<file path="src/rtl/axi_lite_pkg.sv">
// rtl/axi_lite_pkg.sv - shared AXI4-Lite types, widths and sizing helper
package axi_lite_pkg;

    typedef enum logic [1:0] {
        RESP_OKAY   = 2'b00,
        RESP_SLVERR = 2'b10,
        RESP_DECERR = 2'b11
    } axi_resp_t;

    localparam int AXI_DATA_W = 32;
    localparam int AXI_STRB_W = 4;

    // A single register still needs a one-bit index so port widths stay legal.
    function automatic int idx_w(input int n);
        return (n > 1) ? $clog2(n) : 1;
    endfunction

endpackage

</file>
<file path="src/rtl/axi_lite_if.sv">
// rtl/axi_lite_if.sv - AXI4-Lite bus bundle with master and slave views
interface axi_lite_if
    import axi_lite_pkg::*;
#(
    parameter int ADDR_WIDTH = 32
);
    logic [ADDR_WIDTH-1:0] araddr;
    logic                  arvalid;
    logic                  arready;
    logic [AXI_DATA_W-1:0] rdata;
    logic [1:0]            rresp;
    logic                  rvalid;
    logic                  rready;
    logic [ADDR_WIDTH-1:0] awaddr;
    logic                  awvalid;
    logic                  awready;
    logic [AXI_DATA_W-1:0] wdata;
    logic [AXI_STRB_W-1:0] wstrb;
    logic                  wvalid;
    logic                  wready;
    logic [1:0]            bresp;
    logic                  bvalid;
    logic                  bready;

    modport slave (
        input  araddr, arvalid, rready, awaddr, awvalid, wdata, wstrb, wvalid, bready,
        output arready, rdata, rresp, rvalid, awready, wready, bresp, bvalid
    );

    modport master (
        output araddr, arvalid, rready, awaddr, awvalid, wdata, wstrb, wvalid, bready,
        input  arready, rdata, rresp, rvalid, awready, wready, bresp, bvalid
    );
endinterface

</file>
<file path="src/rtl/axi_lite_addr_decode.sv">
// rtl/axi_lite_addr_decode.sv - maps a byte address onto the register window
module axi_lite_addr_decode #(
    parameter int                    ADDR_WIDTH = 32,
    parameter int                    NUM_REGS   = 4,
    parameter logic [ADDR_WIDTH-1:0] BASE_ADDR  = '0,
    parameter int                    IDX_W      = 2
) (
    input  logic [ADDR_WIDTH-1:0] addr,
    output logic                  hit,
    output logic [IDX_W-1:0]      index
);
    // One extra bit keeps the span compare correct when the window ends at the top of memory.
    localparam logic [ADDR_WIDTH:0] SPAN = (ADDR_WIDTH+1)'(4 * NUM_REGS);

    logic [ADDR_WIDTH-1:0] offset;

    assign offset = addr - BASE_ADDR;
    assign hit    = (addr >= BASE_ADDR) && ({1'b0, offset} < SPAN);
    assign index  = offset[IDX_W+1:2];
endmodule

</file>
<file path="src/rtl/axi_lite_slave_regs.sv">
// rtl/axi_lite_slave_regs.sv - AXI4-Lite register bank with independent read and write paths
module axi_lite_slave_regs
    import axi_lite_pkg::*;
#(
    parameter int                    ADDR_WIDTH = 32,
    parameter int                    NUM_REGS   = 4,
    parameter logic [ADDR_WIDTH-1:0] BASE_ADDR  = '0
) (
    input  logic                     aclk,
    input  logic                     areset_n,
    axi_lite_if.slave                axis,
    output logic [32*NUM_REGS-1:0]   regs_o,
    output logic [NUM_REGS-1:0]      wr_pulse_o
);
    localparam int IDX_W = idx_w(NUM_REGS);

    logic [AXI_DATA_W-1:0] regs_q [NUM_REGS];
    logic [AXI_DATA_W-1:0] regs_d [NUM_REGS];
    logic                  aw_held_q, aw_held_d;
    logic [ADDR_WIDTH-1:0] aw_addr_q, aw_addr_d;
    logic                  w_held_q, w_held_d;
    logic [AXI_DATA_W-1:0] w_data_q, w_data_d;
    logic [AXI_STRB_W-1:0] w_strb_q, w_strb_d;
    logic                  bvalid_q, bvalid_d;
    axi_resp_t             bresp_q, bresp_d;
    logic [NUM_REGS-1:0]   wr_pulse_q, wr_pulse_d;
    logic                  rvalid_q, rvalid_d;
    logic [AXI_DATA_W-1:0] rdata_q, rdata_d;
    axi_resp_t             rresp_q, rresp_d;

    logic                  aw_hs, w_hs, ar_hs, commit;
    logic [ADDR_WIDTH-1:0] wr_addr;
    logic [AXI_DATA_W-1:0] wr_data;
    logic [AXI_STRB_W-1:0] wr_strb;
    logic                  wr_hit, rd_hit;
    logic [IDX_W-1:0]      wr_idx, rd_idx;

    assign axis.awready = !aw_held_q && !bvalid_q;
    assign axis.wready  = !w_held_q && !bvalid_q;
    assign axis.arready = !rvalid_q;
    assign axis.bvalid  = bvalid_q;
    assign axis.bresp   = bresp_q;
    assign axis.rvalid  = rvalid_q;
    assign axis.rdata   = rdata_q;
    assign axis.rresp   = rresp_q;
    assign wr_pulse_o   = wr_pulse_q;

    assign aw_hs  = axis.awvalid && axis.awready;
    assign w_hs   = axis.wvalid && axis.wready;
    assign ar_hs  = axis.arvalid && axis.arready;
    assign commit = (aw_held_q || aw_hs) && (w_held_q || w_hs);

    // A held beat takes priority; otherwise the beat handshaking this edge is used directly.
    assign wr_addr = aw_held_q ? aw_addr_q : axis.awaddr;
    assign wr_data = w_held_q ? w_data_q : axis.wdata;
    assign wr_strb = w_held_q ? w_strb_q : axis.wstrb;

    axi_lite_addr_decode #(
        .ADDR_WIDTH(ADDR_WIDTH), .NUM_REGS(NUM_REGS), .BASE_ADDR(BASE_ADDR), .IDX_W(IDX_W)
    ) u_wr_decode (
        .addr(wr_addr), .hit(wr_hit), .index(wr_idx)
    );

    axi_lite_addr_decode #(
        .ADDR_WIDTH(ADDR_WIDTH), .NUM_REGS(NUM_REGS), .BASE_ADDR(BASE_ADDR), .IDX_W(IDX_W)
    ) u_rd_decode (
        .addr(axis.araddr), .hit(rd_hit), .index(rd_idx)
    );

    for (genvar i = 0; i < NUM_REGS; i++) begin : g_flat
        assign regs_o[32*i +: 32] = regs_q[i];
    end

    always_comb begin
        aw_held_d  = aw_held_q;
        aw_addr_d  = aw_addr_q;
        w_held_d   = w_held_q;
        w_data_d   = w_data_q;
        w_strb_d   = w_strb_q;
        bvalid_d   = bvalid_q;
        bresp_d    = bresp_q;
        regs_d     = regs_q;
        wr_pulse_d = '0;
        if (bvalid_q && axis.bready) begin
            bvalid_d = 1'b0;
        end
        if (aw_hs) begin
            aw_held_d = 1'b1;
            aw_addr_d = axis.awaddr;
        end
        if (w_hs) begin
            w_held_d = 1'b1;
            w_data_d = axis.wdata;
            w_strb_d = axis.wstrb;
        end
        if (commit) begin
            aw_held_d = 1'b0;
            w_held_d  = 1'b0;
            bvalid_d  = 1'b1;
            bresp_d   = wr_hit ? RESP_OKAY : RESP_SLVERR;
            if (wr_hit) begin
                for (int b = 0; b < AXI_STRB_W; b++) begin
                    if (wr_strb[b]) begin
                        regs_d[wr_idx][8*b +: 8] = wr_data[8*b +: 8];
                    end
                end
                wr_pulse_d[wr_idx] = 1'b1;
            end
        end
    end

    always_comb begin
        rvalid_d = rvalid_q;
        rdata_d  = rdata_q;
        rresp_d  = rresp_q;
        if (rvalid_q && axis.rready) begin
            rvalid_d = 1'b0;
        end
        // Reads sample regs_q, so a same-edge write is not visible to this read.
        if (ar_hs) begin
            rvalid_d = 1'b1;
            rdata_d  = rd_hit ? regs_q[rd_idx] : '0;
            rresp_d  = rd_hit ? RESP_OKAY : RESP_SLVERR;
        end
    end

    always_ff @(posedge aclk or negedge areset_n) begin
        if (!areset_n) begin
            aw_held_q  <= 1'b0;
            aw_addr_q  <= '0;
            w_held_q   <= 1'b0;
            w_data_q   <= '0;
            w_strb_q   <= '0;
            bvalid_q   <= 1'b0;
            bresp_q    <= RESP_OKAY;
            wr_pulse_q <= '0;
            for (int i = 0; i < NUM_REGS; i++) begin
                regs_q[i] <= '0;
            end
        end else begin
            aw_held_q  <= aw_held_d;
            aw_addr_q  <= aw_addr_d;
            w_held_q   <= w_held_d;
            w_data_q   <= w_data_d;
            w_strb_q   <= w_strb_d;
            bvalid_q   <= bvalid_d;
            bresp_q    <= bresp_d;
            wr_pulse_q <= wr_pulse_d;
            regs_q     <= regs_d;
        end
    end

    always_ff @(posedge aclk or negedge areset_n) begin
        if (!areset_n) begin
            rvalid_q <= 1'b0;
            rdata_q  <= '0;
            rresp_q  <= RESP_OKAY;
        end else begin
            rvalid_q <= rvalid_d;
            rdata_q  <= rdata_d;
            rresp_q  <= rresp_d;
        end
    end
endmodule

</file>
<file path="src/flat_wrapper.sv">
// flat-port wrapper written by rule: the top's interface ports become plain ports
module axi_lite_slave_regs_flat import axi_lite_pkg::*;
#(
    parameter int                    ADDR_WIDTH = 32,
    parameter int                    NUM_REGS   = 4,
    parameter logic [ADDR_WIDTH-1:0] BASE_ADDR  = '0
)
  (aclk, areset_n, regs_o, wr_pulse_o, axis_araddr, axis_arvalid, axis_rready, axis_awaddr, axis_awvalid, axis_wdata, axis_wstrb, axis_wvalid, axis_bready, axis_arready, axis_rdata, axis_rresp, axis_rvalid, axis_awready, axis_wready, axis_bresp, axis_bvalid);
  axi_lite_if #(.ADDR_WIDTH(ADDR_WIDTH)) axis_i ();
  input  logic aclk;
  input  logic areset_n;
  output logic [32*NUM_REGS-1:0] regs_o;
  output logic [NUM_REGS-1:0] wr_pulse_o;
  input wire logic [$bits(axis_i.araddr)-1:0] axis_araddr;
  input wire logic [$bits(axis_i.arvalid)-1:0] axis_arvalid;
  input wire logic [$bits(axis_i.rready)-1:0] axis_rready;
  input wire logic [$bits(axis_i.awaddr)-1:0] axis_awaddr;
  input wire logic [$bits(axis_i.awvalid)-1:0] axis_awvalid;
  input wire logic [$bits(axis_i.wdata)-1:0] axis_wdata;
  input wire logic [$bits(axis_i.wstrb)-1:0] axis_wstrb;
  input wire logic [$bits(axis_i.wvalid)-1:0] axis_wvalid;
  input wire logic [$bits(axis_i.bready)-1:0] axis_bready;
  output wire logic [$bits(axis_i.arready)-1:0] axis_arready;
  output wire logic [$bits(axis_i.rdata)-1:0] axis_rdata;
  output wire logic [$bits(axis_i.rresp)-1:0] axis_rresp;
  output wire logic [$bits(axis_i.rvalid)-1:0] axis_rvalid;
  output wire logic [$bits(axis_i.awready)-1:0] axis_awready;
  output wire logic [$bits(axis_i.wready)-1:0] axis_wready;
  output wire logic [$bits(axis_i.bresp)-1:0] axis_bresp;
  output wire logic [$bits(axis_i.bvalid)-1:0] axis_bvalid;
  assign axis_i.araddr = axis_araddr;
  assign axis_i.arvalid = axis_arvalid;
  assign axis_i.rready = axis_rready;
  assign axis_i.awaddr = axis_awaddr;
  assign axis_i.awvalid = axis_awvalid;
  assign axis_i.wdata = axis_wdata;
  assign axis_i.wstrb = axis_wstrb;
  assign axis_i.wvalid = axis_wvalid;
  assign axis_i.bready = axis_bready;
  assign axis_arready = axis_i.arready;
  assign axis_rdata = axis_i.rdata;
  assign axis_rresp = axis_i.rresp;
  assign axis_rvalid = axis_i.rvalid;
  assign axis_awready = axis_i.awready;
  assign axis_wready = axis_i.wready;
  assign axis_bresp = axis_i.bresp;
  assign axis_bvalid = axis_i.bvalid;
  axi_lite_slave_regs #(.ADDR_WIDTH(ADDR_WIDTH), .NUM_REGS(NUM_REGS), .BASE_ADDR(BASE_ADDR)) u_core (.aclk(aclk), .areset_n(areset_n), .axis(axis_i), .regs_o(regs_o), .wr_pulse_o(wr_pulse_o));
endmodule
</file>
<file path="config.mk">
export PLATFORM = sky130hd
export DESIGN_NAME = axi_lite_slave_regs_flat
export DESIGN_NICKNAME = d
export VERILOG_FILES = /design/src/rtl/axi_lite_pkg.sv /design/src/rtl/axi_lite_if.sv /design/src/rtl/axi_lite_addr_decode.sv /design/src/rtl/axi_lite_slave_regs.sv /design/src/flat_wrapper.sv
export SDC_FILE = /design/constraint.sdc
export NUM_CORES = 1
export LEC_CHECK = 0
export BUFFER_PORTS_ARGS = -buffer_cell sky130_fd_sc_hd__buf_2
export CORE_MARGIN = 2
export CORE_UTILIZATION = 48
export CTS_BUF_LIST = sky130_fd_sc_hd__clkbuf_8 sky130_fd_sc_hd__clkbuf_16
export DETAILED_ROUTE_END_ITERATION = 12
export PLACE_DENSITY = 0.81
export SYNTH_ARGS = -nofsm -noshare
export SYNTH_HDL_FRONTEND = slang
export SYNTH_HIERARCHICAL = 1
export SYNTH_SLANG_ARGS = --single-unit
</file>
<file path="constraint.sdc">
create_clock -name aclk -period 3.15 [get_ports aclk]
set_input_delay 0.63 -clock aclk [delete_from_list [all_inputs] [get_ports aclk]]
set_output_delay 0.63 -clock aclk [all_outputs]
set_load 0.02 [all_outputs]
</file>
==> impl_metrics.yaml <==
status:
  status: "complete, no violations"
global_route:
  busiest_layer: "met2"
  antenna_found_initial: 3
  grtUsageTotal_pct: 23.8
  gr-usage-met2_pct: 40.2
  grt_max_degree: 93
  grt-ovfl-total: 0
  met1_usage_pct: 30.3
  grt_pass1_wl_mm: 44.0
  met3_usage_pct: 6.23
  grt_pass1_vias: 7707
pwr:
  p_per_area_nw_per_um2: 652
  vdd_drop_max_v: 0.000494
  power_w: 0.00880
  cellLeakagePower_nw: 6.90
critical_path:
  slowest_delay_ns: 0.50
  worst-r2r-setup-slack_ns: 0.09
  worstRegToRegCells: 9
  cp-start-kind: "flop"
  crit_path_cell_trace: "buf_12 > mux2_2 > nor4_1 > nand4_1 > nor2_1 > or3b_4 > nor3_4 > buf_12 > mux2_2"
  cp_num_cells: 9
  slowest_stage: "or3b_4"
  reg2reg_to: "u_core/regs_o[3]"
  crit_path_end: "u_core/regs_o[3]"
  cp-end-kind: "flop"
  cp_max_fo: 29
  r2r-start: "u_core/aw_held_q"
  cp_top_family: "simple AND/OR/NAND/NOR gates"
  crit_buf_inv: 2
  worstPathRequired_ns: 3.55
  startpoint: "u_core/aw_held_q"
  critPathKind: "flop to flop"
  cp.arrival_ns: 3.46
placement:
  detailed_place_hpwl_mm: 19.1
  post-place-ws_ns: -0.0909
  gp_congestion: 0.790
  port_buffers: 273
  dpl.cell_count: 1220
cts:
  clock_latency_ns: 0.52
  clock-root-buffer: "clkbuf_16"
  ctsHtreeMaxLevel: 1
  cts_tree: "built"
  cts_hold_buf: 0
  clk_pin_slew_ns: 0.06
  clock-sinks: 236
  cts_max_path_buffers: 3
  cts_buffers: 26
timing:
  worst_pin_slew_ns: 0.844
  slew_headroom_pct: 42.1
  clock_skew_ns: 0.0122
  max_freq_mhz: 327
  timing.final.crit_share_pct: 97.1
  maxSlewViolCount: 0
  rsz0062_at_grt: "false"
  fin_ws_ns: 0.0921
  whs_ns: 0.109
  setup_viol: 0
  hold_viol: 0
  layout_min_cycle_time_ns: 3.06
finish:
  final_cell_mix: "buf_2, mux2_2, dfrtp_1"
  synthToLayoutAreaGrowth_pct: 27.7
  layout_commonest_cell: "buf_2"
  stdcell_count: 1270
  drive_gt1_share_pct: 67.0
  finalCoreUtilization_pct: 62.2
  nNetsFinal: 1075
  fill_cells: 1654
flow_run:
  drv_cap: 0
die:
  die_w_um: 152
  start_util_pct: 48.7
  io_pins: 280
  core-area_um2: 21700
  die_h_um: 152
  die-area_um2: 23200
  rows: 54
synth:
  syn_avg_cell_area_um2: 15.9
  mappedNetlistArea_um2: 10600
  synthesis.instances: 664
  ys.warnings.count: 6
routing:
  post-route-drc-count: 0
  num_vias: 7055
  dr.pass1.iters: 4
  postRouteAntennaNets: 0
  drt_iter0_drc: 216
  routed_wl_mm: 27.6
  vias_per_cell: 5.56
  wl_per_cell_um: 21.7
worst_hold_path:
  hp-class: "input pin to async pin"
==> metrics by stage <==
stage	area (µm²)	TNS (ns)
after floorplan	10600	0
after global placement	12600	-2.31
after detailed placement	12600	-2.30
after CTS	13500	0
after global routing	13500	0
final	13500	0
==> final cells by class <==
cell class	instances	area (µm²)	share of cell area [%]
inverters	2	7.51	0.0557
repair buffers	314	1860	13.8
clock buffers	32	744	5.52
diodes	3	7.51	0.0557
clock inverters	15	141	1.05
well taps	280	350	2.60
flip-flops and latches	236	5910	43.8
multi-input cells	388	4470	33.1
==> worst reg2reg max path, cell delays in order, from the launching register on <==
cell	delay, ns
dfrtp_1	0.37
buf_12	0.19
mux2_2	0.37
nor4_1	0.43
nand4_1	0.15
nor2_1	0.19
or3b_4	0.50
nor3_4	0.23
buf_12	0.16
mux2_2	0.34
==> worst min path at each step <==
stage	to	from	slack (ns)
3_3_place_gp	u_core/axis.bresp[1]	u_core/axis.bresp[1]	0.46
4_1_cts	u_core/regs_o[3]	areset_n	0.16
3_5_place_dp	u_core/axis.rresp[1]	u_core/axis.rresp[1]	0.47
5_1_grt	u_core/aw_addr_q[28]	areset_n	0.18
6_report	u_core/aw_addr_q[19]	areset_n	0.11
2_1_floorplan	u_core/aw_addr_q[10]	areset_n	0.33
==> metal layers <==
layer,part of all wire [%],up-vias,routed length (µm)
li1,-,3114,-
met1,40,3630,11100
met2,50,263,13700
met3,7.5,48,2070
met4,2.5,0,694
met5,0,-,0
==> sequential cells by signal (all words and copies together) (netlist names) <==
signal / count
u_core/aw_addr_q: 30
u_core/axis.rresp: 1
u_core/w_data_q: 32
u_core/axis.bresp: 1
u_core/axis.rvalid: 1
u_core/axis.bvalid: 1
u_core/wr_pulse_o: 4
u_core/axis.rdata: 32
u_core/aw_held_q: 1
u_core/w_strb_q: 4
u_core/regs_o: 128
u_core/w_held_q: 1
==> report_power, final <==
group	total, W	switching [W]	internal [W]
registers	0.00377	0.000271	0.00350
logic	0.00193	0.000956	0.000977
clock network	0.00309	0.00119	0.00190
total	0.00880	0.00242	0.00638
==> what timing repair did <==
| action | CTS | global route |
|---|---|---|
| buffers inserted | 0 | 0 |
| gates resized for setup | 1 | 0 |
| setup endpoints to repair | 30 | 0 |
| hold endpoints to repair | 0 | 0 |
No activity file was read; power rests on OpenSTA's default activity.
